`config.mk`:
```
export PLATFORM = sky130hd
export DESIGN_NAME = gbc_mbc3_rtc
export DESIGN_NICKNAME = d
export VERILOG_FILES = /design/src/rtl/gbc_rtc_pkg.sv /design/src/rtl/gbc_rtc_prescaler.sv /design/src/rtl/gbc_mbc3_rtc.sv
export SDC_FILE = /design/constraint.sdc
export NUM_CORES = 1
export LEC_CHECK = 0
export ABC_AREA = 1
export BUFFER_PORTS_ARGS = -buffer_cell sky130_fd_sc_hd__buf_2
export CAP_MARGIN = 20
export CORE_MARGIN = 2
export CORE_UTILIZATION = 25
export CTS_CLUSTER_DIAMETER = 100
export CTS_CLUSTER_SIZE = 30
export DETAILED_ROUTE_END_ITERATION = 8
export GPL_ROUTABILITY_DRIVEN = 0
export GPL_TIMING_DRIVEN = 0
export MAX_ROUTING_LAYER = met4
export PLACE_DENSITY_LB_ADDON = 0.12
export SKIP_LAST_GASP = 1
export SLEW_MARGIN = 40
export SYNTH_ARGS = -nofsm -noshare
export SYNTH_HDL_FRONTEND = slang
export SYNTH_SLANG_ARGS = --single-unit
```
`constraint.sdc`:
```
create_clock -name clk -period 4.49 [get_ports clk]
set_clock_uncertainty 0.2 [all_clocks]
set_input_delay 0.2245 -clock clk [delete_from_list [all_inputs] [get_ports clk]]
set_output_delay 0.2245 -clock clk [all_outputs]
set_load 0.005 [all_outputs]
```
`src/rtl/gbc_rtc_pkg.sv`:
```
// Shared definitions for the MBC3 real-time clock: register indexes, field widths,
// DH bit positions and rollover helpers.
package gbc_rtc_pkg;

  typedef enum logic [2:0] {
    RTC_S     = 3'd0,
    RTC_M     = 3'd1,
    RTC_H     = 3'd2,
    RTC_DL    = 3'd3,
    RTC_DH    = 3'd4,
    RTC_LATCH = 3'd5
  } rtcIdx_t;

  localparam int SEC_W  = 6;
  localparam int MIN_W  = 6;
  localparam int HOUR_W = 5;
  localparam int DAY_W  = 9;

  localparam int DH_DAY8  = 0;
  localparam int DH_HALT  = 6;
  localparam int DH_CARRY = 7;

  localparam logic [SEC_W-1:0]  SM_LIMIT  = 6'd59;
  localparam logic [HOUR_W-1:0] H_LIMIT   = 5'd23;
  localparam logic [DAY_W-1:0]  DAY_LIMIT = 9'd511;

  // Out-of-range values simply count on and wrap through zero without a carry.
  function automatic logic [SEC_W:0] incSixty(input logic [SEC_W-1:0] v);
    if (v == SM_LIMIT) incSixty = {1'b1, {SEC_W{1'b0}}};
    else               incSixty = {1'b0, v + SEC_W'(1)};
  endfunction

  function automatic logic [HOUR_W:0] incHour(input logic [HOUR_W-1:0] v);
    if (v == H_LIMIT) incHour = {1'b1, {HOUR_W{1'b0}}};
    else              incHour = {1'b0, v + HOUR_W'(1)};
  endfunction

endpackage

```
`src/rtl/gbc_rtc_prescaler.sv`:
```
// Divides the system clock down to a one-cycle tick every DIVIDE enabled cycles.
// Clear has priority and restarts the count from zero.
module gbc_rtc_prescaler #(
  parameter int DIVIDE = 4194304
) (
  input  logic clk,
  input  logic rst,
  input  logic enable,
  input  logic clear,
  output logic tick
);

  localparam int CNT_W = (DIVIDE > 1) ? $clog2(DIVIDE) : 1;
  localparam logic [CNT_W-1:0] TC = CNT_W'(DIVIDE - 1);

  logic [CNT_W-1:0] count;

  assign tick = enable && (count == TC);

  always_ff @(posedge clk) begin
    if (rst)         count <= '0;
    else if (clear)  count <= '0;
    else if (enable) count <= tick ? '0 : count + CNT_W'(1);
  end

endmodule

```
`src/rtl/gbc_mbc3_rtc.sv`:
```
// MBC3 RTC Wishbone target: live S/M/H/day counters at 1 Hz, latched snapshot for
// reads, halt and sticky day-carry flags.
module gbc_mbc3_rtc
  import gbc_rtc_pkg::*;
#(
  parameter int CLK_FREQ_HZ = 4194304
) (
  input  logic       clk,
  input  logic       rst,
  input  logic       tickEnable,
  input  logic       busCyc,
  input  logic       busStb,
  input  logic       busWe,
  input  logic [2:0] busAddr,
  input  logic [7:0] busDatToTarget,
  output logic [7:0] busDatToInitiator,
  output logic       busAck,
  output logic       busStall
);

  logic [SEC_W-1:0]  sec,  secL;
  logic [MIN_W-1:0]  mins, minsL;
  logic [HOUR_W-1:0] hrs,  hrsL;
  logic [DAY_W-1:0]  day,  dayL;
  logic              halt, haltL, carry, carryL;
  logic              latchArm;

  logic              accept, wrEn, tick;
  rtcIdx_t           idx;
  logic [7:0]        readMux;

  logic              sCarry, mCarry, hCarry, dayStep;
  logic [SEC_W-1:0]  secInc,  secNext;
  logic [MIN_W-1:0]  minsInc, minsNext;
  logic [HOUR_W-1:0] hrsInc,  hrsNext;
  logic [DAY_W-1:0]  dayNext;
  logic              carryNext;

  assign accept   = busCyc && busStb;
  assign wrEn     = accept && busWe;
  assign idx      = rtcIdx_t'(busAddr);
  assign busStall = 1'b0;

  gbc_rtc_prescaler #(.DIVIDE(CLK_FREQ_HZ)) uPrescaler (
    .clk   (clk),
    .rst   (rst),
    .enable(tickEnable && !halt),
    .clear (wrEn && (idx == RTC_S)),
    .tick  (tick)
  );

  // Ripple is computed from pre-write values so a same-cycle write only overrides its own field.
  always_comb begin
    {sCarry, secInc}  = incSixty(sec);
    {mCarry, minsInc} = incSixty(mins);
    {hCarry, hrsInc}  = incHour(hrs);
    dayStep   = tick && sCarry && mCarry && hCarry;
    secNext   = tick ? secInc : sec;
    minsNext  = (tick && sCarry) ? minsInc : mins;
    hrsNext   = (tick && sCarry && mCarry) ? hrsInc : hrs;
    dayNext   = dayStep ? day + DAY_W'(1) : day;
    carryNext = carry | (dayStep && (day == DAY_LIMIT));
  end

  always_comb begin
    readMux = 8'hFF;
    case (idx)
      RTC_S:   readMux = {2'b11, secL};
      RTC_M:   readMux = {2'b11, minsL};
      RTC_H:   readMux = {3'b111, hrsL};
      RTC_DL:  readMux = dayL[7:0];
      RTC_DH:  readMux = {carryL, haltL, 5'b11111, dayL[8]};
      default: readMux = 8'hFF;
    endcase
  end

  always_ff @(posedge clk) begin
    if (rst) begin
      sec  <= '0; mins  <= '0; hrs  <= '0; day  <= '0; halt  <= 1'b0; carry  <= 1'b0;
      secL <= '0; minsL <= '0; hrsL <= '0; dayL <= '0; haltL <= 1'b0; carryL <= 1'b0;
      latchArm          <= 1'b0;
      busAck            <= 1'b0;
      busDatToInitiator <= 8'hFF;
    end else begin
      busAck <= accept;
      if (accept) busDatToInitiator <= readMux;

      sec   <= secNext;
      mins  <= minsNext;
      hrs   <= hrsNext;
      day   <= dayNext;
      carry <= carryNext;

      if (wrEn) begin
        case (idx)
          RTC_S: begin
            sec  <= busDatToTarget[SEC_W-1:0];
            secL <= busDatToTarget[SEC_W-1:0];
          end
          RTC_M: begin
            mins  <= busDatToTarget[MIN_W-1:0];
            minsL <= busDatToTarget[MIN_W-1:0];
          end
          RTC_H: begin
            hrs  <= busDatToTarget[HOUR_W-1:0];
            hrsL <= busDatToTarget[HOUR_W-1:0];
          end
          RTC_DL: begin
            day[7:0]  <= busDatToTarget;
            dayL[7:0] <= busDatToTarget;
          end
          RTC_DH: begin
            day[8]  <= busDatToTarget[DH_DAY8];
            halt    <= busDatToTarget[DH_HALT];
            carry   <= busDatToTarget[DH_CARRY];
            dayL[8] <= busDatToTarget[DH_DAY8];
            haltL   <= busDatToTarget[DH_HALT];
            carryL  <= busDatToTarget[DH_CARRY];
          end
          RTC_LATCH: begin
            if (!busDatToTarget[0]) begin
              latchArm <= 1'b1;
            end else if (latchArm) begin
              secL     <= sec;
              minsL    <= mins;
              hrsL     <= hrs;
              dayL     <= day;
              haltL    <= halt;
              carryL   <= carry;
              latchArm <= 1'b0;
            end
          end
          default: ;
        endcase
      end
    end
  end

endmodule
```
==> metrics.txt, run 1 <==
CTS H-tree depth 3; die height 140 microns; worst-margin pin slew 0.680 ns; hold slack 0.00390 ns; min Tclk post-route 2.29 ns; share of cells above drive strength 1 0.0981; CTS tree yes; Max Transition Viols Final 0; CTS sink cnt 88; Skew-Pair Late Insertion Delay 0.35 ns; Synth Cell Area 4640 sq um; Setup Buffers After CTS 0; via count 4462; cell chain of the critical path ha_1, inv_1, nor3_1, inv_1, nor3_2, nand2_1, nand2_1, nand3_1, nand2_1, inv_1; Worst Setup EP day[3]; Die X-Extent 140 microns; Startpoint Class flip-flop; site row count 49; fillers 2005; RR Endpoint day[3]; hold buffer count at CTS 6; CP required 4.55 ns; Fin. Hold Viols 0; WP depth 10; VDD IR max 0.174 mV; Synth Flop Type dfxtp_1; P_leak 2.15 nW; first-pass GRT wire length 22.7 mm; Synth async-reset ratio 0; all-layer global routing usage 0.153; # DRC 0; Layout Nets 742; Layout Utilization 0.299; overflow left after global routing 0; Bufs on Longest Clock Path 2; Layout area overhead 16.8%; Worst Setup SP sec[1]; RSZ-0062 raised after global routing false; DP HPWL 10.8 mm; critical path type reg -> reg; CP Capture Type flip-flop; FF+latch count, synth 88; max incr delay on CP 0.40 ns; R2R cell count 10; worst reg-to-reg setup slack 2.20 ns; Power Dens Cells 316 nW/um^2; Slew headroom 0.547; # IOs 27; total CTS buffers 9; most frequent cells in the layout 116 x nand2_1, 111 x inv_1, 88 x dfxtp_1; sequential share of the synthesized area 0.380; initial antenna violation count 0; vias in the first global route 4190; aggregate negative setup slack 0 ns; Post-synth EDFFs 0; core area 18100 sq um; final setup vio count 0; most common cell after layout, fill and taps aside nand2_1; outcome finished, final reports clean; ant diodes 0; CP max stage cell nor3_1; Synthesized Nets 700; Critical Path AT 2.36 ns; max-cap violations 0; synth unique cells 45; Avg WL per Cell 14.8 microns; yosys warns 0; DR pass1 iterations 6; CP bufs+invs 3; initial core utilization 0.256; Die ar. 19700 sq um; Syn Inst Count 677; syn avg cell area 6.85 sq um; min-delay worst type in -> reg; CP top delay family simple AND/OR/NAND/NOR gates; post-detailed-route count of antenna-violating nets 0; vias per cell 4.68; Root Driver clkbuf_16; CTS resizes 0; Critical R2R Launch sec[1]; Final Cycle Share 0.511; CP max FO 4; DRC marker count from the first detailed-route iteration 329; I/O Buffers 25; final wirelength 14.1 mm; Fmax 0.436 GHz; Worst-path clk slew 0.07 ns; largest net degree at the start of global routing 16
-- power by group --
group          internal, mW  switching, mW
Clock                 0.449          0.342
Sequential            0.793        0.00711
Combinational        0.0382         0.0833
Total                  1.28          0.433
-- routing by layer --
layer | GRT usage | share of wire
met4 | 0.0574 | 0.021
met2 | 0.216 | 0.42
met1 | 0.219 | 0.54
met5 | - | 0
met3 | 0.0222 | 0.024
-- sequential cells by signal, indices dropped and copies added, names as in the netlist, 5 cells and up --
signal             count
sec                    6
dayL                   9
uPrescaler.count      22
busDatToInitiator      8
day                    9
minsL                  6
secL                   6
mins                   6
hrs                    5
hrsL                   5
-- final cells by class --
cell class	instances	area, sq um	area share
sequential	88	1760	0.325
clock inverter	6	67.6	0.0125
buffer	21	105	0.0194
clock buffer	10	239	0.0441
timing repair buffer	31	185	0.0342
multi-input combinational	455	2350	0.433
tap	229	287	0.0529
inverter	113	424	0.0783
-- cell usage after synthesis, types with 2 or more instances --
master / instances / share of area
a2111oi_0: 3 / 0.0057
a21oi_1: 49 / 0.053
a31oi_1: 9 / 0.012
and3_1: 2 / 0.0027
buf_2: 6 / 0.0065
buf_6: 2 / 0.0049
clkbuf_1: 11 / 0.0089
dfxtp_1: 88 / 0.38
ha_1: 6 / 0.016
inv_1: 111 / 0.090
inv_2: 2 / 0.0016
nand2_1: 116 / 0.094
nand2_2: 3 / 0.0040
nand2_4: 2 / 0.0049
nand3_1: 49 / 0.053
nand4_1: 6 / 0.0081
nor2_1: 53 / 0.043
nor2_2: 2 / 0.0027
nor2_4: 4 / 0.0097
nor3_1: 15 / 0.016
nor4_1: 3 / 0.0040
o211ai_1: 4 / 0.0065
o21ai_0: 82 / 0.089
o21ai_1: 5 / 0.0054
o21bai_1: 3 / 0.0049
o221ai_1: 2 / 0.0038
o22ai_1: 5 / 0.0067
or2_2: 4 / 0.0054
xnor2_1: 5 / 0.0094
xor2_1: 10 / 0.019
-- worst min-delay path by stage --
stage,to,cells after the start,start
floorplan,latchArm,1,busDatToTarget[0]
global placement,dayL[7],2,dayL[7]
detailed placement,dayL[7],2,dayL[7]
CTS,busDatToInitiator[1],3,busAddr[2]
global route,mins[2],3,busDatToTarget[2]
finish,busDatToInitiator[3],3,busAddr[2]
-- worst min-delay path, stage by stage --
cell and delay, ns:
buf_2 0.11, a2111oi_0 0.06, o21ai_0 0.13
-- metrics by stage --
| stage | power (mW) | setup slack, ns | area, sq um | cells |
|---|---|---|---|---|
| after floorplan | 0.884 | 2.54 | 4640 | 677 |
| after global placement | 0.934 | 2.11 | 5050 | 931 |
| after detailed placement | 0.936 | 2.11 | 5050 | 931 |
| after CTS | 1.73 | 2.19 | 5420 | 953 |
| after global routing | 1.78 | 2.01 | 5420 | 953 |
| final | 1.71 | 2.20 | 5420 | 953 |
-- cell families after synthesis --
kind of cell,synth area share
buffers and inverters,0.114
AOI/OAI and AO/OA,0.197
adders and majority gates,0.0162
and+or+nand+nor,0.264
DFF,0.380
other,0.000809
xor gates and xnor gates,0.0283
(Power assumes the default switching activity.)
==> run 2: changes to the inputs <==
- clock period: 4.49 -> 2.3 ns (I/O delays scaled with it)
==> metrics.txt, run 2 (synthesis gave the netlist of run 1 again) <==
CP Capture Type flip-flop; Final Cycle Share 0.939 (+0.428); Worst Setup SP halt; met2 usage 0.215 (-0.00103); final wirelength 14.1 mm (+0.15%); gr busiest metal met1; switching share of power 0.252 (-0.000672); largest net degree at the start of global routing 16 (unchanged); Root Driver clkbuf_16; Fin. Hold Viols 0 (unchanged); max-cap violations 0 (unchanged); most common cell after layout, fill and taps aside nand2_1; Skew-Pair Late Insertion Delay 0.35 ns (about the same); CTS H-tree depth 3 (unchanged); max incr delay on CP 0.31 ns (-0.09 ns); I/O Buffers 25 (unchanged); aggregate negative setup slack 0 ns (unchanged); Fmax 0.463 GHz (+6.2%); all-layer global routing usage 0.153 (+0.000298); critical path type reg -> reg; initial antenna violation count 0 (unchanged); met3 Resource Use GR 0.0226 (+0.000342); Layout Nets 750 (+1.1%); worst-margin pin slew 0.681 ns (+0.00129 ns); final setup vio count 0 (unchanged); CTS tree yes; first-pass GRT wire length 22.7 mm (+0.30%); min-delay worst type in -> reg; most frequent cells in the layout 116 x nand2_1, 111 x inv_1, 88 x dfxtp_1; RR Endpoint uPrescaler.count[15]; Net Switching 844 uW (+95%); DR pass1 iterations 6 (unchanged); Pwr Total 3.35 mW (+96%); Worst-path clk slew 0.07 ns (about the same); Die ar. 19700 sq um (unchanged); P_leak 2.20 nW (+2.4%); Avg WL per Cell 14.7 microns (-0.68%); worst reg-to-reg setup slack 0.14 ns (-2.06 ns); CTS sink cnt 88 (unchanged); outcome finished, final reports clean; R2R cell count 10 (unchanged); Layout area overhead 19.2%; vias per cell 4.66 (-0.50%); # IOs 27 (unchanged); Clk pwr share 0.460 (-0.002); met1 usage 0.219 (+0.000420); Worst Setup EP uPrescaler.count[15]; biggest regs uPrescaler.count (22), dayL (9), day (9); Power Dens Cells 606 nW/um^2 (+92%); core area 18100 sq um (unchanged); Critical R2R Launch halt; via count 4477 (+0.34%); RSZ-0062 raised after global routing true; DRC marker count from the first detailed-route iteration 340 (+3.3%); ant diodes 0 (unchanged); Comb pwr share 0.073 (+0.002); VDD IR max 0.340 mV (+95%); DP HPWL 10.8 mm (unchanged); CP max stage cell dfxtp_1; cell chain of the critical path inv_1, nand2_2, inv_1, nand4_1, nor2_2, nand2_1, nor2_1, nand2_1, xor2_1, nor2_1; min Tclk post-route 2.16 ns (-0.134 ns); Worst Hold Launch busStb; total CTS buffers 9 (unchanged); post-detailed-route count of antenna-violating nets 0 (unchanged); CP max FO 7 (+3); Bufs on Longest Clock Path 2 (unchanged); overflow left after global routing 0 (unchanged); Critical Path AT 2.19 ns (-0.17 ns); Layout Utilization 0.306 (+0.00616); Die X-Extent 140 microns (unchanged); Max Transition Viols Final 0 (unchanged); share of power burned in registers 0.467 (about the same); hold slack 0.0324 ns (+0.0285 ns); Slew headroom 0.546 (-0.000860); cell-internal power 2.51 mW (+96%); Startpoint Class flip-flop; CP required 2.33 ns (-2.22 ns); Largest Register uPrescaler.count; vias in the first global route 4206 (+0.38%); # DRC 0 (unchanged); max FFs per register 22 (unchanged); initial core utilization 0.256 (unchanged); die height 140 microns (unchanged); share of cells above drive strength 1 0.111 (+0.0126); site row count 49 (unchanged)
## run 2: what timing repair did
item | 4_1_cts | 5_1_grt
gates resized for setup | 0 | 10
buffers inserted | 0 | 3
hold buffers | 11 | 0
endpoints found under the setup margin | 0 | 54
endpoints found under the hold margin | 26 | 0
## run 2: how the worst min path moves through the flow
stage	cells after the start	endpoint	slack [ns]
3_5_place_dp	2	latchArm	0.19
5_1_grt	5	uPrescaler.count[19]	0.1
2_1_floorplan	1	latchArm	0.01
3_3_place_gp	2	latchArm	0.18
4_1_cts	5	busDatToInitiator[7]	0.03
6_report	5	busDatToInitiator[7]	0.03
## run 2: final cells by class
| type | instances | area [sq um] |
|---|---|---|
| fillers | 2004 | 12600 |
| plain buffers | 21 | 105 |
| multi-input cells | 455 | 2380 |
| clock inverters | 6 | 67.6 |
| well taps | 229 | 287 |
| flip-flops and latches | 88 | 1760 |
| inverters | 113 | 424 |
| clock buffers | 10 | 239 |
| repair buffers | 39 | 258 |
## run 2: worst max-delay path, delay by kind of cell, from the launching register on
kind	cells	cell delay [ns]
and+or+nand+nor	7	0.99
xor gates and xnor gates	1	0.14
DFF	1	0.31
buffers and inverters	2	0.41
## run 2: power by group through the flow
stage / Combinational [mW] / Clock [mW] / Sequential, mW
floorplan: 0.129 / 0 / 1.60
global placement: 0.228 / 0 / 1.60
detailed placement: 0.229 / 0 / 1.60
CTS: 0.244 / 1.59 / 1.56
global route: 0.278 / 1.64 / 1.56
finish: 0.246 / 1.54 / 1.56
## run 2: through the flow
stage | cell area [sq um] | setup slack [ns] | instances
final | 5530 | 0.139 | 961
after floorplan | 4640 | 0.349 | 677
after global placement | 5050 | -0.0341 | 931
after CTS | 5470 | 0.000665 | 958
after detailed placement | 5050 | 0.00850 | 931
after global routing | 5530 | -0.0496 | 961
## run 2: metal layers
metal	up-vias	wire (microns)	part of all wire
met5	-	0	0
met4	0	315	0.022
met3	15	401	0.028
met2	70	5910	0.42
met1	2064	7490	0.53
li1	2328	-	-
==> run 3: changes to the inputs <==
- CORE_ASPECT_RATIO: not set -> 0.9
==> metrics.txt, run 3 (synthesis gave the netlist of run 1 again) <==
R2R cell count 12 (+2); CP required 2.30 ns (-0.03 ns); Critical R2R Launch uPrescaler.count[0]; via count 4498 (+0.47%); critical path type reg -> reg; overflow left after global routing 0 (unchanged); post-detailed-route count of antenna-violating nets 0 (unchanged); total CTS buffers 9 (unchanged); core area 18300 sq um (+1.1%); # DRC 0 (unchanged); ant diodes 0 (unchanged); DR pass1 iterations 6 (unchanged); final setup vio count 0 (unchanged); Skew-Pair Late Insertion Delay 0.35 ns (about the same); outcome finished, final reports clean; Final Cycle Share 0.948 (+0.00863); site row count 47 (-4.1%); share of cells above drive strength 1 0.113 (+0.00212); worst reg-to-reg setup slack 0.12 ns (-0.02 ns); P_leak 2.23 nW (+1.2%); Worst-path clk slew 0.07 ns (about the same); fin worst setup slack 0.120 ns (-0.0198 ns); Min-Delay Path Depth 5 (unchanged); most frequent cells in the layout 116 x nand2_1, 111 x inv_1, 88 x dfxtp_1; hold path endpoint busDatToInitiator[5]; Metal-1 WL 7.50 mm (+0.11%); most common cell after layout, fill and taps aside nand2_1; Layout area overhead 20.2%; met2 wire len 5.59 mm (-5.4%); max-cap violations 0 (unchanged); RR Endpoint mins[4]; worst-margin pin slew 0.631 ns (-0.0498 ns); first-pass GRT wire length 22.3 mm (-1.9%); min Tclk post-route 2.18 ns (+0.0198 ns); Max Transition Viols Final 0 (unchanged); CP max FO 5 (-2); Critical Path AT 2.19 ns (about the same); initial antenna violation count 0 (unchanged); Fmax 0.459 GHz (-0.91%); CTS sink cnt 88 (unchanged); min-delay worst type in -> reg; vias per cell 4.59 (-1.6%); aggregate negative setup slack 0 ns (unchanged); pre-CTS setup slack -0.0113 ns (-0.0198 ns); Power Dens Cells 613 nW/um^2 (+1.2%); Slew headroom 0.579 (+0.0332); largest net degree at the start of global routing 16 (unchanged); uppermost layer routed met4; biggest regs uPrescaler.count (22), dayL (9), day (9); die height 133 microns (-5.0%); DR WL met3 522 microns (+30%); FF+latch area 1760 sq um (unchanged); Die ar. 19700 sq um (about the same); all-layer global routing usage 0.151 (-0.00239); I/O Buffers 25 (unchanged); final wirelength 14.0 mm (-1.0%); CTS tree yes; Largest Register uPrescaler.count; RSZ-0062 raised after global routing true; CP Capture Type flip-flop; Worst Hold Launch busAddr[2]; Die X-Extent 148 microns (+5.3%); initial core utilization 0.254 (-0.00284); vias in the first global route 4142 (-1.5%); Avg WL per Cell 14.2 microns (-3.0%); Fin. Hold Viols 0 (unchanged); Startpoint Class flip-flop; VDD IR max 0.326 mV (-4.2%); CTS H-tree depth 3 (unchanged); max FFs per register 22 (unchanged); DRC marker count from the first detailed-route iteration 353 (+3.8%); fillers 2012 (+0.40%); Multi-input gate area 2370 sq um (-0.63%); Layout Nets 754 (+0.53%); # IOs 27 (unchanged); Bufs on Longest Clock Path 2 (unchanged); DP HPWL 10.7 mm (-1.0%); Root Driver clkbuf_16
run 3: per-stage QoR:
step / hold WS, ns / instance area [sq um] / power, mW / instances / utilization
detailed placement: 0.198 / 5070 / 1.83 / 947 / 0.277
finish: 0.0550 / 5580 / 3.42 / 981 / 0.305
floorplan: 0.0140 / 4640 / 1.73 / 677 / -
global route: 0.0777 / 5580 / 3.56 / 981 / 0.305
global placement: 0.189 / 5070 / 1.82 / 947 / 0.277
CTS: 0.0437 / 5500 / 3.47 / 974 / 0.301
run 3: worst max-delay path by stage:
| stage | start | endpoint | slack [ns] | cells past startpoint |
|---|---|---|---|---|
| detailed placement | sec[1] | day[3] | -0.01 | 10 |
| global route | halt | uPrescaler.count[15] | -0.009 | 10 |
| global placement | busCyc | uPrescaler.count[1] | -0.03 | 9 |
| floorplan | sec[1] | day[3] | 0.35 | 10 |
| CTS | uPrescaler.count[0] | day[6] | 0.08 | 13 |
| finish | uPrescaler.count[0] | mins[4] | 0.12 | 12 |
run 3: worst max-delay path: stages (launching register included):
cell     delay, ns
dfxtp_1       0.36
ha_1          0.19
nand3_2       0.15
nor2_4        0.18
nand2_4       0.10
nor2_8        0.14
nand4_4       0.16
buf_4         0.19
buf_4         0.12
nand3_1       0.06
nand2_1       0.06
nand2_1       0.05
a21oi_1       0.05
run 3: cell type report:
cell class              count  area share
multi-input cells         455       0.425
clock inverters             7      0.0171
inverters                 113      0.0761
flip-flops and latches     88       0.316
well taps                 245      0.0550
clock buffers               9      0.0404
plain buffers              21      0.0189
repair buffers             43      0.0516
run 3: repair_timing:
action / in CTS / in global routing
pin swaps: 0 / 1
endpoints found under the setup margin: 3 / 13
gates resized for setup: 1 / 5
hold buffers: 11 / 0
hold endpoints to repair: 27 / 0
setup buffers: 0 / 7
run 3: metal layers:
layer	global-route usage	up-vias
li1	-	2335
met1	0.221	2047
met2	0.205	98
met3	0.0205	18
met4	0.0636	0
met5	-	-
run 3: where the power goes:
part | internal (mW) | leakage, nW | switching (mW)
clock network | 0.954 | 0.156 | 0.661
logic | 0.0803 | 1.36 | 0.162
registers | 1.55 | 0.712 | 0.0139
